$ cat src/rtl/csa_add_arbiter.sv
// csa_add_arbiter
//   Two requesters share one 8-bit carry-skip adder. Requests are granted
//   round-robin, the operands are captured at the handshake, the sum is
//   registered one cycle later, and the result is held until the consumer
//   takes it.
//
// Parameters
//   PRIORITY_INIT : requester that wins a tie on the first grant after reset.
//
// Ports
//   clk                    : clock, all state updates on the rising edge
//   rst                    : asynchronous active-high reset
//   req0_valid/req1_valid  : requester n presents an operation
//   req0_ready/req1_ready  : operation from requester n accepted this cycle
//   req0_a/_b, req1_a/_b   : 8-bit operands of requester n
//   rsp_valid              : result available
//   rsp_ready              : consumer accepts the result
//   rsp_sum                : 8-bit sum
//   rsp_cout               : carry out of bit 7
//   rsp_id                 : requester that issued the result
//
// Build option
//   CSA_ARB_SATURATE_EN : when defined, rsp_sum saturates to 8'hFF whenever
//                         the carry out is set (rsp_cout still reports it).

module csa_add_arbiter #(
  parameter int unsigned PRIORITY_INIT = 0
) (
  input  logic       clk,
  input  logic       rst,
  input  logic       req0_valid,
  input  logic       req1_valid,
  output logic       req0_ready,
  output logic       req1_ready,
  input  logic [7:0] req0_a,
  input  logic [7:0] req0_b,
  input  logic [7:0] req1_a,
  input  logic [7:0] req1_b,
  output logic       rsp_valid,
  input  logic       rsp_ready,
  output logic [7:0] rsp_sum,
  output logic       rsp_cout,
  output logic       rsp_id
);

  typedef enum logic [1:0] {IDLE, ADD, HOLD} state_t;

  // After reset the "last granted" requester is the other one, so a tie
  // goes to PRIORITY_INIT first.
  localparam logic LAST_GRANT_INIT = ~PRIORITY_INIT[0];

  state_t     state_reg, state_next;
  logic [7:0] a_reg, a_next;
  logic [7:0] b_reg, b_next;
  logic       id_reg, id_next;
  logic       last_grant_reg, last_grant_next;
  logic [7:0] sum_reg, sum_next;
  logic       cout_reg, cout_next;

  logic       grant;
  logic       any_valid;

  // ---------------------------------------------------------------------
  // Carry-skip adder: two 4-bit ripple blocks. Each block's carry out is
  // bypassed by its incoming carry when every bit of the block propagates.
  // ---------------------------------------------------------------------
  logic [7:0] prop;
  logic [7:0] gen;
  logic [8:1] ripple_c;    // ripple carry out of bit gi lands in ripple_c[gi+1]
  logic [1:0] blk_cin;
  logic [1:0] blk_skip;
  logic       add_cout;
  logic [7:0] add_sum;
  logic [7:0] add_sum_final;

  assign prop = a_reg ^ b_reg;
  assign gen  = a_reg & b_reg;

  generate
    for (genvar gi = 0; gi < 8; gi++) begin : g_bit
      if (gi % 4 == 0) begin : g_blk_lsb
        assign ripple_c[gi+1] = gen[gi] | (prop[gi] & blk_cin[gi/4]);
        assign add_sum[gi]    = prop[gi] ^ blk_cin[gi/4];
      end else begin : g_blk_inner
        assign ripple_c[gi+1] = gen[gi] | (prop[gi] & ripple_c[gi]);
        assign add_sum[gi]    = prop[gi] ^ ripple_c[gi];
      end
    end

    for (genvar gi = 0; gi < 2; gi++) begin : g_blk
      assign blk_skip[gi] = &prop[gi*4 +: 4];
    end
  endgenerate

  assign blk_cin[0] = 1'b0;
  assign blk_cin[1] = blk_skip[0] ? blk_cin[0] : ripple_c[4];
  assign add_cout   = blk_skip[1] ? blk_cin[1] : ripple_c[8];

`ifdef CSA_ARB_SATURATE_EN
  assign add_sum_final = add_cout ? 8'hFF : add_sum;
`else
  assign add_sum_final = add_sum;
`endif

  // ---------------------------------------------------------------------
  // Round-robin grant: a lone requester always wins; on a tie the one not
  // granted last wins.
  // ---------------------------------------------------------------------
  always_comb begin
    grant     = 1'b0;
    any_valid = req0_valid | req1_valid;
    if (req0_valid && req1_valid) begin
      grant = ~last_grant_reg;
    end else if (req1_valid) begin
      grant = 1'b1;
    end
  end

  // Readies are gated by rst so they are low for the whole reset period,
  // not just from the first clock edge.
  assign req0_ready = (state_reg == IDLE) && !rst && any_valid && !grant;
  assign req1_ready = (state_reg == IDLE) && !rst && any_valid &&  grant;

  // ---------------------------------------------------------------------
  // Next-state logic
  // ---------------------------------------------------------------------
  always_comb begin
    state_next      = state_reg;
    a_next          = a_reg;
    b_next          = b_reg;
    id_next         = id_reg;
    last_grant_next = last_grant_reg;
    sum_next        = sum_reg;
    cout_next       = cout_reg;

    case (state_reg)
      IDLE: begin
        if (any_valid) begin
          a_next          = grant ? req1_a : req0_a;
          b_next          = grant ? req1_b : req0_b;
          id_next         = grant;
          last_grant_next = grant;
          state_next      = ADD;
        end
      end
      ADD: begin
        sum_next   = add_sum_final;
        cout_next  = add_cout;
        state_next = HOLD;
      end
      HOLD: begin
        if (rsp_ready) begin
          state_next = IDLE;
        end
      end
      default: begin
        state_next = IDLE;
      end
    endcase
  end

  // ---------------------------------------------------------------------
  // State registers
  // ---------------------------------------------------------------------
  always_ff @(posedge clk or posedge rst) begin
    if (rst) begin
      state_reg      <= IDLE;
      a_reg          <= 8'h00;
      b_reg          <= 8'h00;
      id_reg         <= 1'b0;
      last_grant_reg <= LAST_GRANT_INIT;
      sum_reg        <= 8'h00;
      cout_reg       <= 1'b0;
    end else begin
      state_reg      <= state_next;
      a_reg          <= a_next;
      b_reg          <= b_next;
      id_reg         <= id_next;
      last_grant_reg <= last_grant_next;
      sum_reg        <= sum_next;
      cout_reg       <= cout_next;
    end
  end

  assign rsp_valid = (state_reg == HOLD);
  assign rsp_sum   = sum_reg;
  assign rsp_cout  = cout_reg;
  assign rsp_id    = id_reg;

endmodule

$ cat config.mk
export PLATFORM = sky130hd
export DESIGN_NAME = csa_add_arbiter
export DESIGN_NICKNAME = d
export VERILOG_FILES = /design/src/rtl/csa_add_arbiter.sv
export SDC_FILE = /design/constraint.sdc
export NUM_CORES = 1
export LEC_CHECK = 0
export ABC_AREA = 1
export ABC_CLOCK_PERIOD_IN_PS = 4690
export CAP_MARGIN = 30
export CORE_MARGIN = 1.5
export CORE_UTILIZATION = 38
export DETAILED_ROUTE_END_ITERATION = 10
export PLACE_DENSITY = 0.66
export SYNTH_ARGS = -nofsm -noshare
export SYNTH_HDL_FRONTEND = slang
export SYNTH_SLANG_ARGS = --single-unit
$ cat constraint.sdc
create_clock -name clk -period 4.69 [get_ports clk]
set_input_delay 0.938 -clock clk [delete_from_list [all_inputs] [get_ports clk]]
set_output_delay 0.938 -clock clk [all_outputs]
set_load 0.02 [all_outputs]
==> results.yml, run 1 <==
min_path:
  worstHoldStart: "rsp_sum[3]"
  hold_path_class: "reg -> reg"
  hold-path-cell-count: 2
  hold_end: "rsp_sum[3]"
worst_setup_path:
  crit_path_max_incr_delay_ns: 0.62
  crit_type: "in -> out"
  reg2reg_to: "rsp_sum[7]"
  cp_max_fo: 34
  critPathSlowestCell: "clkdlybuf4s50_1"
  r2r_setup_slack_ns: 1.23
  startpoint_type: "input port"
  path_cells: "clkdlybuf4s50_1 -> nand2_1 -> nand2_2 -> inv_1 -> nor3_2 -> clkdlybuf4s50_1"
  critPathArrivalTime_ns: 2.85
  setup.worst_path.end_class: "output pin"
  cpMostUsedCell: "clkdlybuf4s50_1"
  reg2reg_from: "a_reg[0]"
  reg2regPathDepth: 13
  crit_required_ns: 3.75
timing:
  final_hold_viol_count: 0
  tightest_slew_ns: 0.6308
  tns_ns: 0
  drv_slew: 0
  setup_viol: 0
  relSlewSlack: 0.5790
  worst_hold_slack_ns: 0.4820
  rsz0062_at_grt: "no"
  finClkSkew_ns: 0.003627
  fmax_mhz: 263.7
  post-route-period-util: 0.8086
  fin_crit_ns: 3.792
drt:
  wl_per_cell_um: 10.54
  drc: 0
  first_pass_iters: 4
  ant_nets: 0
  via_per_inst: 4.538
  dr_total_vias: 1307
  drtIter0Drc: 34
  wl_um: 3036
finish:
  diodes: 0
  fillers: 413
  post_route_cells_drive_above_1_share: 0.1314
  layout.nets: 287
  area_delta_synth_final_pct: 35.75
die:
  core-area_um2: 4354
  die_area_um2: 4916
  row_count: 24
  die_w_um: 70.12
  initial_core_util: 0.3931
  io_pins: 50
  die_h_um: 70.12
global_route:
  grt_overflow_total: 0
  first_global_vias: 1331
  grtUsageTotal: 0.1407
  antenna_found_initial: 0
  grt_pass1_wl_um: 5471
  grt_max_degree: 35
clock_network:
  insertion_delay_ns: 0.28
  cts_hold_buf: 0
  cts_sinks: 29
  cts_tree: "done"
  clockBufferDepth: 2
  cts-htree-levels: 2
  cts_made_buffers: 5
  clkTransAtPathRegs_ns: 0.06
  cts_setup_buffers: 0
  root_buffer: "clkbuf_8"
  cts_resized: 0
synthesis:
  synth-main-ff-cell: "dfrtp_1"
  synthArstFlopShare: 1.000
  synth_area_leaders: "dfrtp_1 41%, nand2_1 13%, fa_1 8.2%"
  syn_nets: 237
  ys_warn_count: 0
  synth_cell_types: 21
  synth_area_per_cell_um2: 9.252
  synth_top_area_frac: 0.4094
  synth_seq_area_share: 0.4247
  synth_common_cells: "59 x nand2_1, 29 x inv_1, 28 x dfrtp_1, 10 x nor2_1, 10 x o211ai_1"
  synth_edf_count: 0
  yosysTopAreaCell: "dfrtp_1"
  synth_cells: 185
  yosysMostFrequentCell: "nand2_1"
  netlist_area_um2: 1712
  ys_ff_latch: 29
run_status:
  outcome: "complete, no violations"
job:
  cap_violations: 0
pwr:
  ir_worst_vdd_mv: 0.1754
  power_density_nw_per_um2: 623.5
  power.leakage_uw: 0.001150
placed_design:
  io_buffers: 49
  gp_congestion: 0.7975
  dpl.hpwl_um: 2465
## worst max-delay path by stage
stage | endpoint | depth (start not counted) | start | slack [ns]
finish | req0_ready | 6 | req0_valid | 0.90
global route | req0_ready | 6 | req0_valid | 0.75
CTS | req0_ready | 6 | req0_valid | 0.87
detailed placement | req0_ready | 6 | req0_valid | 0.87
global placement | req0_ready | 6 | req0_valid | 0.94
floorplan | rsp_sum[7] | 13 | a_reg[0] | 1.44
## final cells by class
cell class              count  area, um2  share of cell area
repair buffers             50      505.5              0.2176
inverters                  32      122.6             0.05277
flip-flops and latches     29      726.9              0.3129
clock inverters             1      5.005            0.002154
clock buffers               7      96.34             0.04146
well taps                  52      65.06             0.02800
multi-input cells         117      802.0              0.3452
## cells by family (layout without fill, tap and decap cells)
family,after synthesis,in the layout,share of synthesized area
compound gates,21,21,0.1038
fa+ha+maj,15,15,0.1404
buf+inv,39,90,0.1067
flops,29,29,0.4247
mux,5,5,0.03508
simple gates,76,76,0.1893
## stage by stage
stage | instances | cell area (um2) | total power, uW | setup slack [ns] | utilization
2_1_floorplan | 185 | 1712 | 1015 | 1.440 | -
3_3_place_gp | 279 | 2207 | 1216 | 0.9355 | 0.5069
3_5_place_dp | 280 | 2222 | 1243 | 0.8741 | 0.5103
4_1_cts | 288 | 2323 | 1476 | 0.8732 | 0.5336
5_1_grt | 288 | 2323 | 1597 | 0.7491 | 0.5336
6_report | 288 | 2323 | 1449 | 0.8978 | 0.5336
## report_power, final
| group | total [uW] | switching [uW] | internal [uW] |
|---|---|---|---|
| Combinational | 753 | 403 | 350 |
| Sequential | 471 | 88.5 | 383 |
| Clock | 224 | 91.7 | 132 |
| Total | 1450 | 584 | 865 |
## cell usage in the layout (no fill, tap or decap), types with 2 or more instances in the layout
cell and instances:
o211ai_1 10, clkdlybuf4s50_1 49, mux2_2 4, o22ai_2 6, inv_1 29, fa_1 7
nand2_1 59, clkbuf_8 7, o21ai_0 4, inv_2 2, nor3_2 2, nor2_1 10
ha_1 8, dfrtp_1 28, nand2_2 3
## per-layer routing
layer | global-route usage | part of all wire
met1 | 0.1667 | 0.45
met2 | 0.2413 | 0.48
met3 | 0.03463 | 0.046
met4 | 0.06197 | 0.017
met5 | 0 | 0
## critical path: cells and delay by family
| kind | cells | cell delay (ns) |
|---|---|---|
| buffers and inverters | 3 | 1.25 |
| and+or+nand+nor | 3 | 0.65 |
(Power assumes the default switching activity.)
==> run 2, diff against run 1 <==
--- a/config.mk
+++ b/config.mk
@@ -6,7 +6,7 @@
 export NUM_CORES = 1
 export LEC_CHECK = 0
 export ABC_AREA = 1
-export ABC_CLOCK_PERIOD_IN_PS = 4690
+export ABC_CLOCK_PERIOD_IN_PS = 4000
 export CAP_MARGIN = 30
 export CORE_MARGIN = 1.5
 export CORE_UTILIZATION = 38
==> constraint.sdc (replaced) <==
create_clock -name clk -period 4 [get_ports clk]
set_input_delay 0.8 -clock clk [delete_from_list [all_inputs] [get_ports clk]]
set_output_delay 0.8 -clock clk [all_outputs]
set_load 0.02 [all_outputs]
==> run 2 against run 1 <==
  * Largest cell class unchanged
  * Die area stayed put
  * Sequential share of layout area stayed put
  * Highest routed layer unchanged
  * Clock skew is 0.0016 ns higher
==> results.yml, run 2 (same netlist as run 1, synthesis figures left out) <==
pwr:
  p_seq_frac: 0.330
  ir_worst_vdd_mv: 0.2114
  power_density_nw_per_um2: 723.4
  p_int_uw: 1003
  power.leakage_uw: 0.001150
  power.net_switching_uw: 677.9
  combinationalPowerShare: 0.531
  swShare: 0.4033
  clockPowerShare: 0.139
timing:
  relSlewSlack: 0.6063
  tightest_slew_ns: 0.5899
  drv_slew: 0
  worst_hold_slack_ns: 0.4767
  setup_viol: 0
  final_hold_viol_count: 0
  post-route-period-util: 0.8624
  rsz0062_at_grt: "no"
  tns_ns: 0
  fin_crit_ns: 3.450
  finClkSkew_ns: 0.005269
  fmax_mhz: 289.9
clock_network:
  insertion_delay_ns: 0.28
  cts_resized: 0
  root_buffer: "clkbuf_8"
  clockBufferDepth: 2
  cts_sinks: 29
  cts_tree: "done"
  cts_setup_buffers: 0
  cts_hold_buf: 0
  cts-htree-levels: 2
  clkTransAtPathRegs_ns: 0.06
  cts_made_buffers: 5
global_route:
  grt_pass1_wl_um: 5416
  grtUsageTotal: 0.1422
  antenna_found_initial: 0
  first_global_vias: 1221
  grt_overflow_total: 0
  grt_max_degree: 30
worst_setup_path:
  setup.worst_path.end_class: "flop"
  cp_max_fo: 2
  crit_type: "reg -> reg"
  crit_required_ns: 4.20
  critPathArrivalTime_ns: 3.65
  startpoint_type: "flop"
finish:
  mostFrequentLayoutCells: "59 x nand2_1, 49 x clkdlybuf4s50_1, 29 x inv_1"
  diodes: 0
  stdcell_area_um2: 2323
  layout_commonest_cell: "nand2_1"
  post_route_cells_drive_above_1_share: 0.1308
  layout.nets: 289
  final_util: 0.5336
  fillers: 431
  area_delta_synth_final_pct: 35.75
placed_design:
  gp_congestion: 0.7459
  postPlaceCellArea_um2: 2237
  io_buffers: 49
  dpl.hpwl_um: 2511
drt:
  wl_um: 3029
  drtIter0Drc: 50
  wl_per_cell_um: 10.48
  first_pass_iters: 4
  dr_total_vias: 1265
  drc: 0
  via_per_inst: 4.377
  ant_nets: 0
min_path:
  hold_path_class: "reg -> reg"
run_status:
  outcome: "complete, no violations"
job:
  cap_violations: 0
die:
  die_area_um2: 4916
  io_pins: 50
  core-area_um2: 4354
  initial_core_util: 0.3931
  row_count: 24
  die_w_um: 70.12
  die_h_um: 70.12
-- run 2: changes by cell type in the layout (fill, tap and decap cells not counted), sizes merged --
cell	previous run	this run
buf	1	3
clkinv	1	0
-- run 2: cell type report --
type	instances	area, um2	share of cell area
Timing Repair Buffer	52	520.5	0.2240
Multi-Input combinational cell	117	802.0	0.3452
Inverter	32	122.6	0.05277
Sequential cell	29	726.9	0.3129
Clock buffer	7	86.33	0.03716
Tap cell	52	65.06	0.02800
-- run 2: final timing paths --
kind,startpoint,end,slack (ns),depth (start not counted)
max in group asynchronous,rst,a_reg[1],2.52,3
min in group asynchronous,rst,rsp_id,0.97,2
hold reg to reg,last_grant_reg,last_grant_reg,0.48,2
setup reg to reg,a_reg[0],rsp_sum[7],0.55,13
hold / removal,last_grant_reg,last_grant_reg,0.48,2
setup / recovery,a_reg[0],rsp_sum[7],0.55,13
-- run 2: routing by layer --
metal,GRT usage,wire length [um],share of wire,vias up
met5,0,0,0,-
met4,0.08974,87,0.029,0
met3,0.02742,113,0.037,8
met2,0.2116,1343,0.44,32
met1,0.1899,1484,0.49,549
li1,-,-,-,676
-- run 2: through the flow --
stage | instances | worst slack (ns) | power (uW)
floorplan | 185 | 0.7497 | 1190
global placement | 281 | 0.6852 | 1432
detailed placement | 282 | 0.5499 | 1470
CTS | 289 | 0.5407 | 1714
global route | 289 | 0.3926 | 1854
finish | 289 | 0.5503 | 1681
-- run 2: worst max-delay path, cell delays in order (launching register included) --
cell and delay, ns:
dfrtp_1 0.38, ha_1 0.22, fa_1 0.39, fa_1 0.36, inv_1 0.08, fa_1 0.15, o21bai_1 0.15, fa_1 0.22
inv_1 0.05, fa_1 0.38, fa_1 0.37, inv_1 0.07, fa_1 0.40, o21ai_0 0.15
-- run 2: power groups by stage --
stage,clock network (uW),logic (uW),registers [uW]
global route,256,1020,580
detailed placement,0,907,563
CTS,243,912,559
global placement,0,876,556
finish,233,893,555
floorplan,0,590,601
